[src/rtl/rgmii_idelay_tuner.sv]
// RGMII RX IDELAY calibration: sweeps a shared tap, scores FCS results per tap,
// and loads the centre of the longest contiguous passing window.
module rgmii_idelay_tuner #(
  parameter int NUM_LANES      = 5,
  parameter int TAP_WIDTH      = 5,
  parameter int TAP_MAX        = 31,
  parameter int DEFAULT_TAP    = 0,
  parameter int FRAMES_PER_TAP = 16,
  parameter int SETTLE_CYCLES  = 64,
  parameter int TIMEOUT_CYCLES = 1250000
) (
  input  logic                 clk_int,
  input  logic                 rst_int,
  input  logic                 start,
  input  logic                 rx_frame_valid,
  input  logic                 rx_frame_good,
  output logic [TAP_WIDTH-1:0] delay_value,
  output logic [NUM_LANES-1:0] delay_ld,
  output logic                 busy,
  output logic                 done,
  output logic                 locked,
  output logic [TAP_WIDTH-1:0] best_tap,
  output logic [TAP_WIDTH:0]   window_len
);

  localparam int CMAX = (TIMEOUT_CYCLES > SETTLE_CYCLES) ?
                        TIMEOUT_CYCLES : SETTLE_CYCLES;
  localparam int CW = $clog2(CMAX + 1);
  localparam int FW = $clog2(FRAMES_PER_TAP + 1);
  localparam int LW = TAP_WIDTH + 1;

  localparam logic [CW-1:0]        SETTLE_LAST = CW'(SETTLE_CYCLES - 1);
  localparam logic [CW-1:0]        TO_LAST     = CW'(TIMEOUT_CYCLES - 1);
  localparam logic [FW-1:0]        FPT         = FW'(FRAMES_PER_TAP);
  localparam logic [TAP_WIDTH-1:0] TMAX        = TAP_WIDTH'(TAP_MAX);
  localparam logic [TAP_WIDTH-1:0] DEF         = TAP_WIDTH'(DEFAULT_TAP);

  typedef enum logic [2:0] {
    IDLE, LOAD, SETTLE, COUNT, EVAL, APPLY, DONE
  } state_t;

  state_t               state_q;
  logic [TAP_WIDTH-1:0] tap_q;
  logic [CW-1:0]        cnt_q;
  logic [FW-1:0]        seen_q, good_q;
  logic [LW-1:0]        cur_len_q, best_len_q;
  logic [TAP_WIDTH-1:0] cur_start_q, best_start_q;
  logic [TAP_WIDTH-1:0] dv_q, best_tap_q;
  logic [NUM_LANES-1:0] ld_q;
  logic                 busy_q, done_q, locked_q;
  logic [LW-1:0]        wlen_q;

  logic [FW-1:0]        seen_d, good_d;
  logic [LW-1:0]        cur_len_d;
  logic [TAP_WIDTH-1:0] centre_d;
  logic                 pass;

  always_comb begin
    seen_d    = seen_q + FW'(rx_frame_valid);
    good_d    = good_q + FW'(rx_frame_valid & rx_frame_good);
    pass      = (good_q == FPT);
    cur_len_d = pass ? cur_len_q + LW'(1) : '0;
    centre_d  = best_start_q +
                TAP_WIDTH'((best_len_q - LW'(1)) >> 1);
  end

  always_ff @(posedge clk_int) begin
    if (rst_int) begin
      state_q      <= IDLE;
      tap_q        <= '0;
      cnt_q        <= '0;
      seen_q       <= '0;
      good_q       <= '0;
      cur_len_q    <= '0;
      best_len_q   <= '0;
      cur_start_q  <= '0;
      best_start_q <= '0;
      dv_q         <= DEF;
      best_tap_q   <= DEF;
      ld_q         <= '0;
      busy_q       <= 1'b0;
      done_q       <= 1'b0;
      locked_q     <= 1'b0;
      wlen_q       <= '0;
    end else begin
      unique case (state_q)
        IDLE, DONE: begin
          ld_q <= '0;
          if (start) begin
            tap_q        <= '0;
            cur_len_q    <= '0;
            best_len_q   <= '0;
            cur_start_q  <= '0;
            best_start_q <= '0;
            done_q       <= 1'b0;
            locked_q     <= 1'b0;
            busy_q       <= 1'b1;
            state_q      <= LOAD;
          end
        end
        LOAD: begin
          dv_q    <= tap_q;
          ld_q    <= '1;
          cnt_q   <= '0;
          state_q <= SETTLE;
        end
        SETTLE: begin
          ld_q <= '0;
          if (cnt_q == SETTLE_LAST) begin
            cnt_q   <= '0;
            seen_q  <= '0;
            good_q  <= '0;
            state_q <= COUNT;
          end else begin
            cnt_q <= cnt_q + CW'(1);
          end
        end
        COUNT: begin
          // a frame landing on the timeout cycle is still scored
          seen_q <= seen_d;
          good_q <= good_d;
          cnt_q  <= cnt_q + CW'(1);
          if (seen_d == FPT || cnt_q == TO_LAST)
            state_q <= EVAL;
        end
        EVAL: begin
          cur_len_q <= cur_len_d;
          if (!pass)
            cur_start_q <= tap_q + TAP_WIDTH'(1);
          if (pass && cur_len_d > best_len_q) begin
            best_len_q   <= cur_len_d;
            best_start_q <= cur_start_q;
          end
          if (tap_q == TMAX) begin
            state_q <= APPLY;
          end else begin
            tap_q   <= tap_q + TAP_WIDTH'(1);
            state_q <= LOAD;
          end
        end
        APPLY: begin
          if (best_len_q == '0) begin
            best_tap_q <= DEF;
            dv_q       <= DEF;
            locked_q   <= 1'b0;
          end else begin
            best_tap_q <= centre_d;
            dv_q       <= centre_d;
            locked_q   <= 1'b1;
          end
          ld_q    <= '1;
          wlen_q  <= best_len_q;
          busy_q  <= 1'b0;
          done_q  <= 1'b1;
          state_q <= DONE;
        end
        default: state_q <= IDLE;
      endcase
    end
  end

  assign delay_value = dv_q;
  assign delay_ld    = ld_q;
  assign busy        = busy_q;
  assign done        = done_q;
  assign locked      = locked_q;
  assign best_tap    = best_tap_q;
  assign window_len  = wlen_q;

endmodule

[config.mk]
export PLATFORM = sky130hd
export DESIGN_NAME = rgmii_idelay_tuner
export DESIGN_NICKNAME = d
export VERILOG_FILES = /design/src/rtl/rgmii_idelay_tuner.sv
export SDC_FILE = /design/constraint.sdc
export NUM_CORES = 1
export LEC_CHECK = 0
export ABC_CLOCK_PERIOD_IN_PS = 2720
export CAP_MARGIN = 20
export CORE_MARGIN = 4
export CORE_UTILIZATION = 40
export CTS_CLUSTER_DIAMETER = 50
export CTS_CLUSTER_SIZE = 25
export DETAILED_ROUTE_END_ITERATION = 10
export PLACE_DENSITY_LB_ADDON = 0.2
export SLEW_MARGIN = 20
export SYNTH_ARGS = -nofsm -noshare
export SYNTH_HDL_FRONTEND = slang
export SYNTH_SLANG_ARGS = --single-unit
[constraint.sdc]
create_clock -name clk_int -period 2.72 [get_ports clk_int]
set_input_delay 0.544 -clock clk_int [delete_from_list [all_inputs] [get_ports clk_int]]
set_output_delay 0.544 -clock clk_int [all_outputs]
set_load 0.005 [all_outputs]
==> flow_summary.toml <==
[status]
status = "finished clean"

[synthesis]
yosysTopAreaCell = "dfxtp_1"
synth_top_cells_by_area = "dfxtp_1 (41%), nor2_1 (7.8%), ha_1 (6.3%)"
yosys_warnings = 0
syn_inst = 473
synth.top_cell.area_share_pct = 40.53
seq_area_frac_synth_pct = 40.53
synthArstFlopShare_pct = 0
synth_area_mm2 = 0.004001
synth.net_count = 499
syn-mean-instance-area_um2 = 8.459
synth_seq_cells = 81
synth-main-ff-cell = "dfxtp_1"
synth.distinct_cells = 45
synth-edff-count = 0

[place]
port_buffers = 28
dp.final_hpwl_um = 6337
place_ws_ps = -70.13
place.gp.congestion = 0.8564
dpl.cell_count = 620

[floorplanning]
die_h_um = 108.0
dieArea_mm2 = 0.01167
start_util_pct = 40.94
core_mm2 = 0.009774
ioPinCount = 29
rows = 36
dieWidth_um = 108.0

[routing]
avgViaCountPerCell = 5.219
wirelength_um = 8651
dr.pass1.iters = 5
drc = 0
vias = 3330
ant_nets = 0
wl_per_cell_um = 13.56
drt_iter0_markers = 163

[power_and_ir_drop]
seqPwrFrac_pct = 55.4
finalPower_uw = 2217
power_switching_uw = 598.8
clockPowerShare_pct = 36.4
peakVddDrop_v = 0.0001862
power_density_mw_per_mm2 = 480.0
sw_frac_of_total_pct = 27.01
p_leak_uw = 0.001735
power_frac_comb_pct = 8.2
internal-power_uw = 1618

[critical_path]
max_stage_delay_ps = 360
crit_family = "simple AND/OR/NAND/NOR gates"
worstPathCellList = "nor4_4 > nand2_1 > nor2_1 > ha_1 > nand3_1 > o21bai_1 > a21oi_2 > nor3b_4 > buf_4 > a22o_1"
reg2regPathDepth = 10
worstSetupPathType = "reg2reg"
arrival_ps = 2760
path_max_fanout = 7
crit_buf_inv = 1
regToRegEndpoint = "best_start_q[0]"
start_kind = "flop"
endpoint_kind = "flop"
required_ps = 3020
rrSetupSlack_ps = 270
r2r-start = "good_q[0]"
cpMaxStageDelayCell = "dfxtp_1"

[cells_and_area]
fin_nets = 526
final_common_cell = "nor2_1"
final_cell_mix = "nor2_1 (83), dfxtp_1 (81), nand2_1 (42)"
syn_to_final_growth_pct = 15.45
drive_above_1_share_pct = 8.515
nFillCells = 987
seq_area_mm2 = 0.001622
antennaDiodeCount = 0
multiInputGateArea_mm2 = 0.002228
fin_cells = 638

[sta]
timing.final.ws_setup_ps = 267.1
finClkSkew_ps = 8.623
fmax_mhz = 407.7
fin_crit_sh_pct = 90.18
setup_viol = 0
slew_headroom_pct = 63.15
tightestPinTransition_ps = 552.0
maxSlewViolCount = 0
tns_ps = 0
finalHoldViolations = 0
rsz0062_at_grt = "false"
period_minus_slack_ps = 2453
whs_ps = 457.7

[hold_path]
hold_path_class = "reg2reg"
hold_path_end = "window_len[5]"
holdPathStages = 2
min-delay-start = "window_len[5]"

[global_route]
antenna_found_initial = 0
grt_pass1_wl_um = 14700
grt_overflow = 0
grt_max_degree = 30
grt_use_total_pct = 15.70
first_global_vias = 3161

[clocking]
cts_buffers = 9
clkSinkCount = 81
cts.htree.levels = 3
ctsRootBufferMaster = "clkbuf_8"
cts_buffer_depth = 2
clk_pin_slew_ps = 90
clock_latency_ps = 360
tritoncts = "done"

[run]
max_cap_violations = 0
==> power by group through the flow <==
stage	clock, uW	sequential [uW]	combinational, uW
6_report	807	1230	182
5_1_grt	883	1230	201
4_1_cts	835	1230	183
3_5_place_dp	0	1260	181
3_3_place_gp	0	1260	178
2_1_floorplan	0	1250	127
==> worst register-to-register path, delay by kind of cell, from the launching register on <==
family	cells	cell delay (ps)
DFF	1	360
buffers and inverters	1	180
AOI/OAI and AO/OA	3	510
and+or+nand+nor	5	1180
adders and majority gates	1	180
==> sequential cells by signal, indices dropped and copies added, names as in the netlist, 6 cells and up <==
register,cells
cur_len_q,6
cnt_q,21
best_len_q,6
window_len,6
==> synthesized netlist by cell type, types with 3 or more instances <==
cell       n
nor2_1    83
dfxtp_1   81
nand2_1   42
a21oi_1   35
nand3_1   26
xor2_1    21
ha_1      20
inv_1     17
xnor2_1   15
nor3_1    12
a22o_1    11
a22oi_1   11
clkbuf_1  11
a21o_1     9
and3_1     9
mux2i_1    7
buf_2      6
buf_4      5
nand4_1    5
nor4_2     4
o21ai_0    4
a211oi_1   3
a311oi_1   3
nand3b_1   3
==> metrics by stage <==
stage	instance area, um^2	utilization [%]
floorplan	4001	-
global placement	4397	44.98
detailed placement	4397	44.98
CTS	4584	46.90
global route	4619	47.26
finish	4619	47.26
==> cell families after synthesis <==
logic type,synth area share [%]
fa+ha+maj,6.754
flops,40.53
compound gates,14.38
simple gates,24.17
mux,1.751
buf+inv,4.534
xor+xnor,7.880
==> metal layers <==
| metal | vias up | GRT usage (%) | routed length, um |
|---|---|---|---|
| met3 | 18 | 3.104 | 378 |
| met1 | 1557 | 19.55 | 3884 |
| met2 | 67 | 26.51 | 4209 |
| li1 | 1688 | - | - |
| met5 | - | 0 | 0 |
| met4 | 0 | 6.583 | 179 |
==> cell type report <==
type / instances / area share [%]
Sequential cell: 81 / 35.10
Clock inverter: 7 / 1.165
Multi-Input combinational cell: 351 / 48.24
Clock buffer: 9 / 2.681
Inverter: 18 / 1.463
Timing Repair Buffer: 39 / 7.746
Tap cell: 133 / 3.602
==> what timing repair did <==
| action | in CTS | in global routing |
|---|---|---|
| setup buffers | 0 | 2 |
| gates resized for setup | 2 | 3 |
| hold buffers | 0 | 0 |
| endpoints found under the setup margin | 11 | 11 |
==> how the worst max path moves through the flow <==
stage / start / end / slack [ps] / cells past startpoint
floorplan: good_q[0] / best_start_q[3] / 500 / 10
global placement: good_q[0] / best_len_q[2] / 40 / 9
detailed placement: good_q[0] / best_len_q[5] / -70 / 9
CTS: good_q[0] / best_start_q[0] / 40 / 9
global route: good_q[0] / best_start_q[0] / 50 / 10
finish: good_q[0] / best_start_q[0] / 270 / 10
No activity file was read; power rests on OpenSTA's default activity.
